<file path="src/rtl/apb_master_gen.sv">
// apb_master_gen: parametrised APB4 master that bridges a single-request
// transfer/ready port onto NUM_SLV peripherals laid out on a fixed-stride address map.
module apb_master_gen #(
    parameter int                NUM_SLV   = 6,
    parameter int                ADDR_W    = 32,
    parameter int                DATA_W    = 32,
    parameter logic [ADDR_W-1:0] BASE_ADDR = ADDR_W'(32'h1000_0000),
    parameter int                SPAN_BITS = 12,
    parameter int                TIMEOUT   = 16
) (
    input  logic                      PCLK,
    input  logic                      PRESET,
    output logic [ADDR_W-1:0]         PADDR,
    output logic                      PWRITE,
    output logic                      PENABLE,
    output logic [DATA_W-1:0]         PWDATA,
    output logic [DATA_W/8-1:0]       PSTRB,
    output logic [NUM_SLV-1:0]        PSEL,
    input  logic [NUM_SLV*DATA_W-1:0] PRDATA,
    input  logic [NUM_SLV-1:0]        PREADY,
    input  logic [NUM_SLV-1:0]        PSLVERR,
    input  logic                      transfer,
    input  logic                      write,
    input  logic [ADDR_W-1:0]         addr,
    input  logic [DATA_W-1:0]         wdata,
    input  logic [DATA_W/8-1:0]       strb,
    output logic                      busy,
    output logic                      ready,
    output logic [DATA_W-1:0]         rdata,
    output logic                      err
);

    // Request side: a request is accepted on any edge where transfer=1 and busy=0;
    // every accepted request gets exactly one single-cycle ready pulse, with err/rdata valid alongside it.

    localparam int STRB_W = DATA_W / 8;
    localparam int IDX_W  = (NUM_SLV > 1) ? $clog2(NUM_SLV) : 1;
    localparam int TMO_W  = (TIMEOUT > 1) ? $clog2(TIMEOUT) : 1;
    localparam logic [TMO_W-1:0] TMO_LAST = TMO_W'(TIMEOUT - 1);

    typedef enum logic [1:0] {
        S_IDLE   = 2'd0,
        S_SETUP  = 2'd1,
        S_ACCESS = 2'd2,
        S_DERR   = 2'd3
    } state_t;

    state_t state_q, state_d;

    logic [ADDR_W-1:0] paddr_q;
    logic              pwrite_q;
    logic [DATA_W-1:0] pwdata_q;
    logic [STRB_W-1:0] pstrb_q;
    logic [IDX_W-1:0]  idx_q;
    logic [TMO_W-1:0]  tmo_cnt;
    logic              ready_q;
    logic              err_q;
    logic [DATA_W-1:0] rdata_q;

    logic [ADDR_W-1:0] req_off;
    logic [ADDR_W-1:0] req_win;
    logic              req_mapped;
    logic              sel_ready;
    logic              sel_err;
    logic [DATA_W-1:0] sel_rdata;
    logic              tmo_hit;

    always_comb begin
        req_off    = addr - BASE_ADDR;
        req_win    = req_off >> SPAN_BITS;
        req_mapped = (addr >= BASE_ADDR) && (req_win < ADDR_W'(NUM_SLV));
    end

    always_comb begin
        sel_ready = 1'b0;
        sel_err   = 1'b0;
        sel_rdata = '0;
        for (int i = 0; i < NUM_SLV; i++) begin
            if (idx_q == IDX_W'(i)) begin
                sel_ready = PREADY[i];
                sel_err   = PSLVERR[i];
                sel_rdata = PRDATA[i*DATA_W +: DATA_W];
            end
        end
    end

    // PREADY on the last allowed cycle takes priority over the abort.
    assign tmo_hit = (TIMEOUT != 0) && !sel_ready && (tmo_cnt == TMO_LAST);

    always_ff @(posedge PCLK) begin
        if (PRESET) state_q <= S_IDLE;
        else        state_q <= state_d;
    end

    always_comb begin
        state_d = state_q;
        unique case (state_q)
            S_IDLE:   if (transfer) state_d = req_mapped ? S_SETUP : S_DERR;
            S_SETUP:  state_d = S_ACCESS;
            S_ACCESS: if (sel_ready || tmo_hit) state_d = S_IDLE;
            S_DERR:   state_d = S_IDLE;
            default:  state_d = S_IDLE;
        endcase
    end

    always_comb begin
        busy    = (state_q != S_IDLE);
        PENABLE = (state_q == S_ACCESS);
        PSEL    = '0;
        for (int i = 0; i < NUM_SLV; i++) begin
            PSEL[i] = ((state_q == S_SETUP) || (state_q == S_ACCESS)) && (idx_q == IDX_W'(i));
        end
    end

    always_ff @(posedge PCLK) begin
        if (PRESET) begin
            paddr_q  <= '0;
            pwrite_q <= 1'b0;
            pwdata_q <= '0;
            pstrb_q  <= '0;
            idx_q    <= '0;
            tmo_cnt  <= '0;
            ready_q  <= 1'b0;
            err_q    <= 1'b0;
            rdata_q  <= '0;
        end else begin
            ready_q <= 1'b0;
            tmo_cnt <= (state_q == S_ACCESS && !sel_ready) ? tmo_cnt + 1'b1 : '0;
            unique case (state_q)
                S_IDLE: begin
                    if (transfer) begin
                        paddr_q  <= addr;
                        pwrite_q <= write;
                        pwdata_q <= wdata;
                        pstrb_q  <= write ? strb : '0;
                        if (req_mapped) idx_q <= req_win[IDX_W-1:0];
                    end
                end
                S_ACCESS: begin
                    if (sel_ready) begin
                        ready_q <= 1'b1;
                        err_q   <= sel_err;
                        if (!pwrite_q) rdata_q <= sel_rdata;
                    end else if (tmo_hit) begin
                        ready_q <= 1'b1;
                        err_q   <= 1'b1;
                        if (!pwrite_q) rdata_q <= '0;
                    end
                end
                S_DERR: begin
                    ready_q <= 1'b1;
                    err_q   <= 1'b1;
                    if (!pwrite_q) rdata_q <= '0;
                end
                default: ;
            endcase
        end
    end

    assign PADDR  = paddr_q;
    assign PWRITE = pwrite_q;
    assign PWDATA = pwdata_q;
    assign PSTRB  = pstrb_q;
    assign ready  = ready_q;
    assign err    = err_q;
    assign rdata  = rdata_q;

endmodule

</file>
<file path="config.mk">
export PLATFORM = sky130hd
export DESIGN_NAME = apb_master_gen
export DESIGN_NICKNAME = d
export VERILOG_FILES = /design/src/rtl/apb_master_gen.sv
export SDC_FILE = /design/constraint.sdc
export NUM_CORES = 1
export LEC_CHECK = 0
export ABC_AREA = 0
export CORE_AREA = 4 4 146 148
export DETAILED_ROUTE_END_ITERATION = 8
export DIE_AREA = 0 0 150 152
export GPL_ROUTABILITY_DRIVEN = 0
export HOLD_SLACK_MARGIN = 0.02
export PLACE_DENSITY = 0.69
export SYNTH_ARGS = -nofsm -noshare
export SYNTH_HDL_FRONTEND = slang
export SYNTH_SLANG_ARGS = --single-unit
</file>
<file path="constraint.sdc">
create_clock -name PCLK -period 5 [get_ports PCLK]
set_clock_uncertainty 0.1 [all_clocks]
set_input_delay 1 -clock PCLK [delete_from_list [all_inputs] [get_ports PCLK]]
set_output_delay 1 -clock PCLK [all_outputs]
set_load 0.05 [all_outputs]
</file>
==> results of run 1 <==
==> kinds of logic after synthesis <==
logic type / Yosys count
simple gates: 278
mux: 38
compound gates: 213
fa+ha+maj: 5
buf+inv: 69
flops: 112
xor+xnor: 2
==> power by group through the flow <==
stage | combinational [W] | sequential [W] | clock [W]
after floorplan | 0.000429 | 0.00153 | 0
after global placement | 0.00147 | 0.00111 | 0
after detailed placement | 0.00147 | 0.00111 | 0
after CTS | 0.00148 | 0.00109 | 0.000791
after global routing | 0.00155 | 0.00111 | 0.000827
final | 0.00146 | 0.00109 | 0.000758
==> layout make-up <==
class | instances | area [um2]
Inverter | 8 | 30.0
Fill cell | 1990 | 10100
Timing Repair Buffer | 396 | 3930
Clock buffer | 10 | 239
Multi-Input combinational cell | 536 | 3070
Tap cell | 270 | 338
Antenna cell | 1 | 2.50
Sequential cell | 112 | 2250
Clock inverter | 6 | 75.1
==> cell usage after synthesis (all sizes together) (2+ instances only) <==
| library cell | n |
|---|---|
| mux2i | 37 |
| a211oi | 2 |
| nand3 | 7 |
| clkbuf | 37 |
| a32o | 32 |
| nor3 | 4 |
| nor2 | 44 |
| o21ai | 35 |
| nor4 | 5 |
| nand3b | 2 |
| inv | 8 |
| o211ai | 32 |
| nand2 | 170 |
| o22ai | 2 |
| nand2b | 4 |
| nor3b | 2 |
| a21oi | 101 |
| buf | 24 |
| dfxtp | 112 |
| ha | 5 |
| or2 | 32 |
==> worst max path at each step <==
stage | to | slack (ns)
2_1_floorplan | PSEL[4] | 1.70
3_3_place_gp | rdata[6]$_SDFFE_PP0P_ | 1.47
3_5_place_dp | rdata[7]$_SDFFE_PP0P_ | 1.47
4_1_cts | PSEL[5] | 1.30
5_1_grt | PSEL[5] | 1.19
6_report | PSEL[5] | 1.33
==> registers in the layout, summed over array words and instances, names as in the netlist, 2 cells and up <==
register / flops
tmo_cnt: 4
PWDATA: 32
PSTRB: 4
rdata: 32
idx_q: 3
PADDR: 32
state_q: 2
==> per-stage QoR <==
step	setup WS, ns	util, %	area (um2)	hold WS (ns)
floorplan	1.70	-	5600	0.318
global placement	1.47	48.0	9620	0.332
detailed placement	1.47	48.0	9620	0.339
CTS	1.30	49.6	9930	0.353
global route	1.19	49.6	9930	0.369
finish	1.33	49.6	9930	0.350
==> routing by layer <==
metal  share of wire (%)  vias to the layer above  global-route usage [%]  wire (um)
met1                  38                     2957                    22.7       9240
li1                    -                     3197                       -          -
met3                 9.3                       38                    7.00       2270
met2                  50                      264                    35.5      12200
met4                 2.6                        2                    6.45        639
met5               0.053                        -                       0         13
==> impl_results.md, run 1 <==
- Worst path buffer plus inverter count: 1
- Max stage delay on crit path: roughly 0.96 ns
- Post-Layout Cell Count: about 1300
- Setup CP Type: reg -> out
- DRC: 0
- Critical path arrival: roughly 2.6 ns
- Commonest non-fill, non-tap cell in the layout: clkdlybuf4s50_1
- Post-synth EDFFs: 0
- Net switching power of the design: 0.00132 W
- Fraction of the mapped netlist area in simple logic gates: around 22%
- Worst hold path endpoint: tmo_cnt[0]$_SDFF_PP0_
- # setup viols final: 0
- Critical path peak fanout: between 40 and 50
- Distinct cell type count after synthesis: 47
- Worst slew margin: about 37%
- PortBufs: a little under 400
- Worst R2R End: rdata[7]$_SDFFE_PP0P_
- Rows: 52
- Routed wire length: about 24 mm
- Largest family of logic cells by synthesized area: compound AO/OA/AOI/OAI gates
- Synth top area share: 40.0%
- Setup repair bufs after CTS: 0
- Post-DR wirelength/cell: 18.2 um
- Final slew viol count: 0
- Int Pwr: 0.00199 W
- H-tree levels: 3
- Post-Syn Instances: 717
- CP required: just under 4 ns
- Cell count of the worst hold path: 1
- Die W: about 150 um
- Grt total ovfl: 0
- Synth Area in XOR/XNOR: less than 1%
- Worst-path clk slew: roughly 0.080 ns
- Startpoint types: flop
- Maxcap violations: 0
- CTS tree: built
- Clk sink count: 112
- GRT Total Usage: between 20% and 30%
- Post-Syn Area: 0.00560 mm2
- First-pass GRT wire length: roughly 36 mm
- Worst path cell trace: and2b_1 > and3_1 > clkdlybuf4s50_1
- Adder-Cell Fraction of Synth Area: 1.12%
- Critical path depth in cells: 3
- Clock Power Share: 22.9%
- Top FF cell, synth: dfxtp_1
- Layout area overhead: 77.4%
- Mux cell area share after synthesis: between 7 and 8%
- Logic gate share of total power: around 44%
- Via/cell ratio: 4.82
- FFs w/ async S/R, synth: 0%
- Status: complete, no violations
- Mapped Nets: ~1000
- Synth area leader: dfxtp_1
- CTS Root Buffer Type: clkbuf_16
- Ys Warns: 0
- Sequential fraction of design power: between 30% and 40%
- Hold path start: tmo_cnt[0]$_SDFF_PP0_
- Hold WC Path Type: reg -> reg
- Antenna viol nets, final: 0
- IO Pins: around 390
- Layout cell share with drive strength beyond 1: about 6.6%
- Nets: 1344
- Initial core utilization: approximately 28%
- PD cells: between 300 and 400 mW/mm2
- DIE AREA: about 0.023 mm2
- Crit. Startpoint: idx_q[2]$_SDFFE_PP0P_
- Clock latency on the worst-skew pair: about 0.35 ns
- Die H: 152 um
- Most frequent cells in the layout: 385 x clkdlybuf4s50_1, 169 x nand2_1, 109 x dfxtp_1
- Fmax: about 0.27 GHz
- Vias in the first global route: slightly above 6000
- Largest net degree at the start of global routing: ~80
- Cts repair resizes: 0
- Synth Register Bits: about 110
- RSZ-0062 raised after global routing: no
- Initial antenna violation count: 2
- Compound-Gate Fraction of Synth Area: 24.4%
- Initial drt markers: approximately 320
- Leak: 3.37 nW
- Slew @ Worst Pin: roughly 0.95 ns
- Endpoint type of the worst setup path: output port
- Placed cells: ~1300
- Max VDD drop: about 0.00019 V
- TritonRoute pass-1 iters: 4
- Detailed placement HPWL: between 15 and 20 mm
- Post-synthesis sequential area ratio: 40.0%
- Total Power: around 0.0033 W
- Mean post-synth cell area: 7.81 um2
- Final Hold Fails: 0
- Flop2flop setup slack: approximately 1.7 ns
- Min cycle time layout: roughly 3.7 ns
- Crit-path leading delay family: flip-flops
- Crit-path slowest cell: dfxtp_2
- Clock Path Buffers: 2
- Net Sw Frac: 39.9%
- Worst R2R Start: idx_q[1]$_SDFFE_PP0P_
- Setup TNS: 0 ns
- R2R depth: 8
- Total CTS buffers: 9
- Vias: between 6000 and 7000
- Cts hold-fix bufs: 0
- Synth area leaders: dfxtp_1 40%, nand2_1 11%, a21oi_1 9.0%
- Fin crit share: approximately three quarters
- Total core area: approximately 0.020 mm2
Power figures use the tool's default switching activity.
==> inputs of run 2 (changes only) <==
--- a/config.mk
+++ b/config.mk
@@ -11,7 +11,7 @@
 export DIE_AREA = 0 0 150 152
 export GPL_ROUTABILITY_DRIVEN = 0
 export HOLD_SLACK_MARGIN = 0.02
-export PLACE_DENSITY = 0.69
+export PLACE_DENSITY = 0.72
 export SYNTH_ARGS = -nofsm -noshare
 export SYNTH_HDL_FRONTEND = slang
 export SYNTH_SLANG_ARGS = --single-unit
==> constraint.sdc (replaced) <==
create_clock -name PCLK -period 2.97 [get_ports PCLK]
set_clock_uncertainty 0.1 [all_clocks]
set_input_delay 0.594 -clock PCLK [delete_from_list [all_inputs] [get_ports PCLK]]
set_output_delay 0.594 -clock PCLK [all_outputs]
set_load 0.05 [all_outputs]
==> run 2 against run 1 <==
Against the previous run:
- utilization grew 0.64 points
- global-route usage is essentially flat
- power grew 72%
==> impl_results.md, run 2 (synthesis gave the netlist of run 1 again) <==
- Initial drt markers: 333 (+3.4%)
- Critical path arrival: 2.02 ns (-0.55 ns)
- Net switching power of the design: 0.00226 W (+71%)
- # setup viols final: 0 (unchanged)
- Detailed placement HPWL: 19.3 mm (+1.9%)
- Startpoint types: flop
- Setup TNS: 0 ns (unchanged)
- Final hold slack: 0.339 ns (-0.0116 ns)
- Final Hold Fails: 0 (unchanged)
- Post-Layout Cell Count: 1348 (+0.67%)
- Clock latency on the worst-skew pair: 0.35 ns (about the same)
- Clock Path Buffers: 2 (unchanged)
- Worst-path clk slew: 0.08 ns (about the same)
- Worst slew margin: 43.6% (+6.8 points)
- Vias: 6475 (+0.26%)
- Placed cells: 1331 (+0.68%)
- Cts hold-fix bufs: 0 (unchanged)
- Min cycle time layout: around 2.7 ns
- Worst R2R Start: idx_q[1]$_SDFFE_PP0P_
- Total CTS buffers: 9 (unchanged)
- PD cells: 566 mW/mm2 (+70%)
- DRC: 0 (unchanged)
- Via/cell ratio: 4.80 (-0.41%)
- Critical path peak fanout: 4 (-91%)
- Largest net degree at the start of global routing: 77 (-2.5%)
- R2R depth: 6 (-2)
- Setup CP Type: reg -> out
- Rows: 52 (unchanged)
- Vias in the first global route: 6520 (+5.1%)
- Net Sw Frac: 39.7% (-0.25 points)
- First-pass GRT wire length: 36.4 mm (+0.88%)
- Initial antenna violation count: 1 (-1)
- Total core area: 0.0200 mm2 (unchanged)
- Most frequent cells in the layout: 379 x clkdlybuf4s50_1, 169 x nand2_1, 109 x dfxtp_1
- Die W: 150 um (unchanged)
- Final core utilization: 50.2% (+0.64 points)
- CTS tree: built
- IO Pins: 387 (unchanged)
- Clock Power Share: 23.9% (+1.0 points)
- Commonest non-fill, non-tap cell in the layout: clkdlybuf4s50_1
- TritonRoute pass-1 iters: 5 (+1)
- Final slew viol count: 0 (unchanged)
- Post-DR wirelength/cell: 18.1 um (-0.65%)
- Status: complete, no violations
- DIE AREA: 0.0228 mm2 (unchanged)
- Die H: 152 um (unchanged)
- Sequential fraction of design power: 32.4% (-0.5 points)
- Initial core utilization: 28.0% (unchanged)
- Flop2flop setup slack: 0.53 ns (-1.13 ns)
- Fmax: 0.369 GHz
- Worst R2R End: rdata[30]$_SDFFE_PP0P_
- Setup repair bufs after CTS: 0 (unchanged)
- Critical Path Sink: busy
- PortBufs: 386 (unchanged)
- Clk sink count: 112 (unchanged)
- Maxcap violations: 0 (unchanged)
- Antenna viol nets, final: 0 (unchanged)
- Hold WC Path Type: in -> reg
- Max VDD drop: 0.000485 V (+150%)
- GRT Total Usage: 20.2% (about the same)
- Leak: 3.44 nW (+2.2%)
- Cts repair resizes: 0 (unchanged)
- Int Pwr: 0.00343 W (+73%)
- Layout cell share with drive strength beyond 1: 7.89% (+1.2 points)
- Grt total ovfl: 0 (unchanged)
- Crit. Startpoint: state_q[0]$_SDFFE_PP0P_
- Logic gate share of total power: 43.8% (-0.4 points)
- RSZ-0062 raised after global routing: no
- Routed wire length: 24.4 mm (about the same)
- Nets: 1353 (+0.67%)
- Endpoint type of the worst setup path: output port
- CP required: 2.28 ns (-1.62 ns)
- Layout area overhead: 79.7%
- Fin crit share: between 90% and 100%
- H-tree levels: 3 (unchanged)
- CTS Root Buffer Type: clkbuf_16
- Slew @ Worst Pin: 0.846 ns (-0.101 ns)
run 2: metal layers:
metal	share of wire (%)	wire length [um]	track usage, %	vias to the layer above
li1	-	-	-	3217
met1	38	9290	22.4	2966
met2	50	12100	35.8	249
met3	9.5	2310	6.73	43
met4	2.7	663	6.97	0
met5	0	0	0	-
run 2: cell type report:
| class | count | area (um2) |
|---|---|---|
| diodes | 1 | 2.50 |
| clock buffers | 10 | 229 |
| clock inverters | 6 | 98.8 |
| fillers | 1946 | 9980 |
| inverters | 8 | 30.0 |
| multi-input cells | 536 | 3070 |
| flip-flops and latches | 112 | 2250 |
| well taps | 270 | 338 |
| repair buffers | 405 | 4050 |
run 2: per-stage QoR:
step	total power (W)	area (um2)	worst slack, ns
2_1_floorplan	0.00330	5600	0.0773
3_3_place_gp	0.00437	9730	0.187
3_5_place_dp	0.00440	9730	0.169
4_1_cts	0.00577	10100	0.218
5_1_grt	0.00597	10100	0.162
6_report	0.00569	10100	0.256
run 2: worst min path at each step:
stage / end / cells past startpoint / startpoint / slack (ns)
detailed placement: PWDATA[22]$_SDFFE_PP0P_ / 2 / PWDATA[22]$_SDFFE_PP0P_ / 0.35
finish: err$_SDFFE_PP0P_ / 2 / PRESET / 0.34
floorplan: tmo_cnt[0]$_SDFF_PP0_ / 1 / tmo_cnt[0]$_SDFF_PP0_ / 0.32
global route: err$_SDFFE_PP0P_ / 2 / PRESET / 0.33
global placement: tmo_cnt[0]$_SDFF_PP0_ / 1 / tmo_cnt[0]$_SDFF_PP0_ / 0.33
CTS: err$_SDFFE_PP0P_ / 2 / PRESET / 0.32
run 2: power by group through the flow:
stage	registers, W	logic [W]	clock network [W]
floorplan	0.00258	0.000722	0
global placement	0.00187	0.00250	0
detailed placement	0.00188	0.00252	0
CTS	0.00185	0.00252	0.00140
global route	0.00187	0.00264	0.00145
finish	0.00184	0.00249	0.00136
run 2: critical path: stages, from the launching register on:
cell and delay [ns]:
dfxtp_1 0.37, inv_1 0.09, ha_1 0.27, inv_1 0.10, clkdlybuf4s50_1 0.84
==> inputs of run 3 (changes only) <==
--- a/config.mk
+++ b/config.mk
@@ -6,12 +6,14 @@
 export NUM_CORES = 1
 export LEC_CHECK = 0
 export ABC_AREA = 0
-export CORE_AREA = 4 4 146 148
+export CORE_AREA = 4 4 147 149
+export CTS_BUF_LIST = sky130_fd_sc_hd__clkbuf_8
 export DETAILED_ROUTE_END_ITERATION = 8
-export DIE_AREA = 0 0 150 152
+export DIE_AREA = 0 0 151 153
+export DONT_BUFFER_PORTS = 1
 export GPL_ROUTABILITY_DRIVEN = 0
 export HOLD_SLACK_MARGIN = 0.02
-export PLACE_DENSITY = 0.72
+export PLACE_DENSITY = 0.45
 export SYNTH_ARGS = -nofsm -noshare
 export SYNTH_HDL_FRONTEND = slang
 export SYNTH_SLANG_ARGS = --single-unit
==> run 3 against run 2 <==
Against the previous run:
- clock-buffer cell count decreased by 1
- non-clock buffer count is 384 lower
- first-iteration DRC count grew 17%
- utilization decreased by 20 points
- combinational power down 63%
- sequential cell count unchanged
- cell area down 39%
- sequential share of layout area grew 14 points
- wire length decreased by 10%
- clock power fell by 26%
==> impl_results.md, run 3 (synthesis gave the netlist of run 1 again) <==
- DIE AREA: 0.0231 mm2 (+1.3%)
- Max stage delay on crit path: 0.53 ns (-0.31 ns)
- Cts repair resizes: 0 (unchanged)
- Layout area overhead: 9.20%
- Crit-path slowest cell: buf_4
- Met1 usage: 19.0% (-3.4 points)
- Startpoint types: flop
- Detailed placement HPWL: 17.4 mm (-10%)
- Vias in the first global route: 5190 (-20%)
- Pre-CTS WS: 0.597 ns (+0.428 ns)
- Slew @ Worst Pin: 0.741 ns (-0.105 ns)
- Worst path cell trace: buf_4 > and3b_1 > and2_1 > buf_12
- Worst hold path endpoint: PADDR[8]$_SDFFE_PP0P_
- Fin crit share: 91.1% (-0.25 points)
- Final Instance Area: 0.00612 mm2 (-39%)
- RSZ-0062 raised after global routing: no
- TritonRoute pass-1 iters: 5 (unchanged)
- PnR worst setup slack: 0.264 ns (+0.00739 ns)
- Initial antenna violation count: 2 (+1)
- CTS Root Buffer Type: clkbuf_8
- PD cells: 742 mW/mm2 (+31%)
- GR Util met3: 6.90% (+0.17 points)
- Initial core utilization: 27.8% (-0.18 points)
- Worst slew margin: 50.6% (+7.0 points)
- Worst R2R Start: idx_q[2]$_SDFFE_PP0P_
- Via/cell ratio: 5.43 (+13%)
- Setup TNS: 0 ns (unchanged)
- Total core area: 0.0202 mm2 (+0.65%)
- First-pass GRT wire length: 31.7 mm (-13%)
- Flop2flop setup slack: 0.55 ns (+0.02 ns)
- Largest net degree at the start of global routing: 80 (+3.9%)
- IO Pins: 387 (unchanged)
- Setup repair bufs after CTS: 0 (unchanged)
- Leak: 1.94 nW (-44%)
- GR peak layer: met2
- Status: complete, no violations
- Placed inst area: 0.00589 mm2 (-39%)
- Critical path peak fanout: 36 (+32)
- Min cycle time layout: 2.71 ns (-0.00739 ns)
- # setup viols final: 0 (unchanged)
- Crit. Startpoint: idx_q[1]$_SDFFE_PP0P_
- CP required: 2.28 ns (about the same)
- Commonest non-fill, non-tap cell in the layout: nand2_1
- Rows: 52 (unchanged)
- Post-DR wirelength/cell: 22.7 um (+26%)
- CTS tree: built
- Hold path start: PRESET
- Worst R2R End: rdata[9]$_SDFFE_PP0P_
- Final slew viol count: 0 (unchanged)
- Setup CP Type: reg -> out
- Worst-path clk slew: 0.14 ns (+0.06 ns)
- Max VDD drop: 0.000391 V (-19%)
- Clock Path Buffers: 2 (unchanged)
- Endpoint type of the worst setup path: output port
- Grt total ovfl: 0 (unchanged)
- Hold WC Path Type: in -> reg
- Antenna viol nets, final: 0 (unchanged)
- R2R depth: 5 (-1)
- Cts hold-fix bufs: 0 (unchanged)
- Total CTS buffers: 9 (unchanged)
- Most frequent cells in the layout: 169 x nand2_1, 109 x dfxtp_1, 101 x a21oi_1
- GRT Total Usage: 17.8% (-2.4 points)
- Die W: 151 um (+0.67%)
- Fmax: 0.370 GHz (+0.27%)
- H-tree levels: 3 (unchanged)
- PortBufs: 0 (-100%)
- Cell count of the worst hold path: 1 (-1)
- Met2 Resource Use GR: 32.1% (-3.6 points)
- Maxcap violations: 0 (unchanged)
- Vias: 5232 (-19%)
- Critical path arrival: 2.01 ns (about the same)
- Routed wire length: 21.9 mm (-10%)
- Nets: 969 (-28%)
- Die H: 153 um (+0.66%)
- Final Hold Fails: 0 (unchanged)
- DRC: 0 (unchanged)
- Clock latency on the worst-skew pair: 0.40 ns (+0.05 ns)
- Layout cell share with drive strength beyond 1: 12.1% (+4.2 points)
- Clk sink count: 112 (unchanged)
- Initial drt markers: 389 (+17%)
- Final hold slack: 0.148 ns (-0.191 ns)
[run 3: changes by cell type in the layout (fill, tap and decap cells not counted), sizes merged]
cell	delta
clkinv	+1
clkbuf	-1
clkinvlp	-1
bufinv	-2
clkdlybuf4s50	-379
buf	-5
inv	+3
[run 3: how the worst max path moves through the flow]
stage	cells past startpoint	end	slack [ns]
floorplan	3	PSEL[4]	0.08
global placement	5	rdata[9]$_SDFFE_PP0P_	0.64
detailed placement	5	rdata[27]$_SDFFE_PP0P_	0.60
CTS	4	PSEL[3]	0.18
global route	4	PSEL[3]	0.11
finish	4	PSEL[3]	0.26
[run 3: report_power, final]
part	total (W)	internal [W]	switching [W]
clock	0.00100	0.000358	0.000642
sequential	0.00262	0.00172	0.000897
combinational	0.000920	0.000294	0.000626
total	0.00454	0.00237	0.00216
[run 3: final cells by class]
type | instances | area [um2]
Sequential cell | 112 | 2250
Fill cell | 2160 | 14100
Antenna cell | 1 | 2.50
Timing Repair Buffer | 21 | 195
Multi-Input combinational cell | 536 | 3090
Inverter | 8 | 30.0
Tap cell | 270 | 338
Clock inverter | 7 | 96.3
Clock buffer | 9 | 124
[run 3: metrics by stage]
| step | util [%] | power, W | cells |
|---|---|---|---|
| 4_1_cts | 30.3 | 0.00461 | 963 |
| 3_5_place_dp | 29.2 | 0.00360 | 947 |
| 2_1_floorplan | - | 0.00330 | 717 |
| 6_report | 30.3 | 0.00454 | 964 |
| 5_1_grt | 30.3 | 0.00479 | 964 |
| 3_3_place_gp | 29.2 | 0.00356 | 947 |
[run 3: critical path, delay by kind of cell, from the launching register on]
family                 cells  cell delay [ns]
buffers and inverters      2             0.68
flip-flops                 1             0.48
AND/OR/NAND/NOR            2             0.43
[run 3: routing by layer]
metal  share of wire [%]  vias up
met3                  10       32
met4                 2.2        2
met1                  36     2442
li1                    -     2451
met5               0.032        -
met2                  52      305
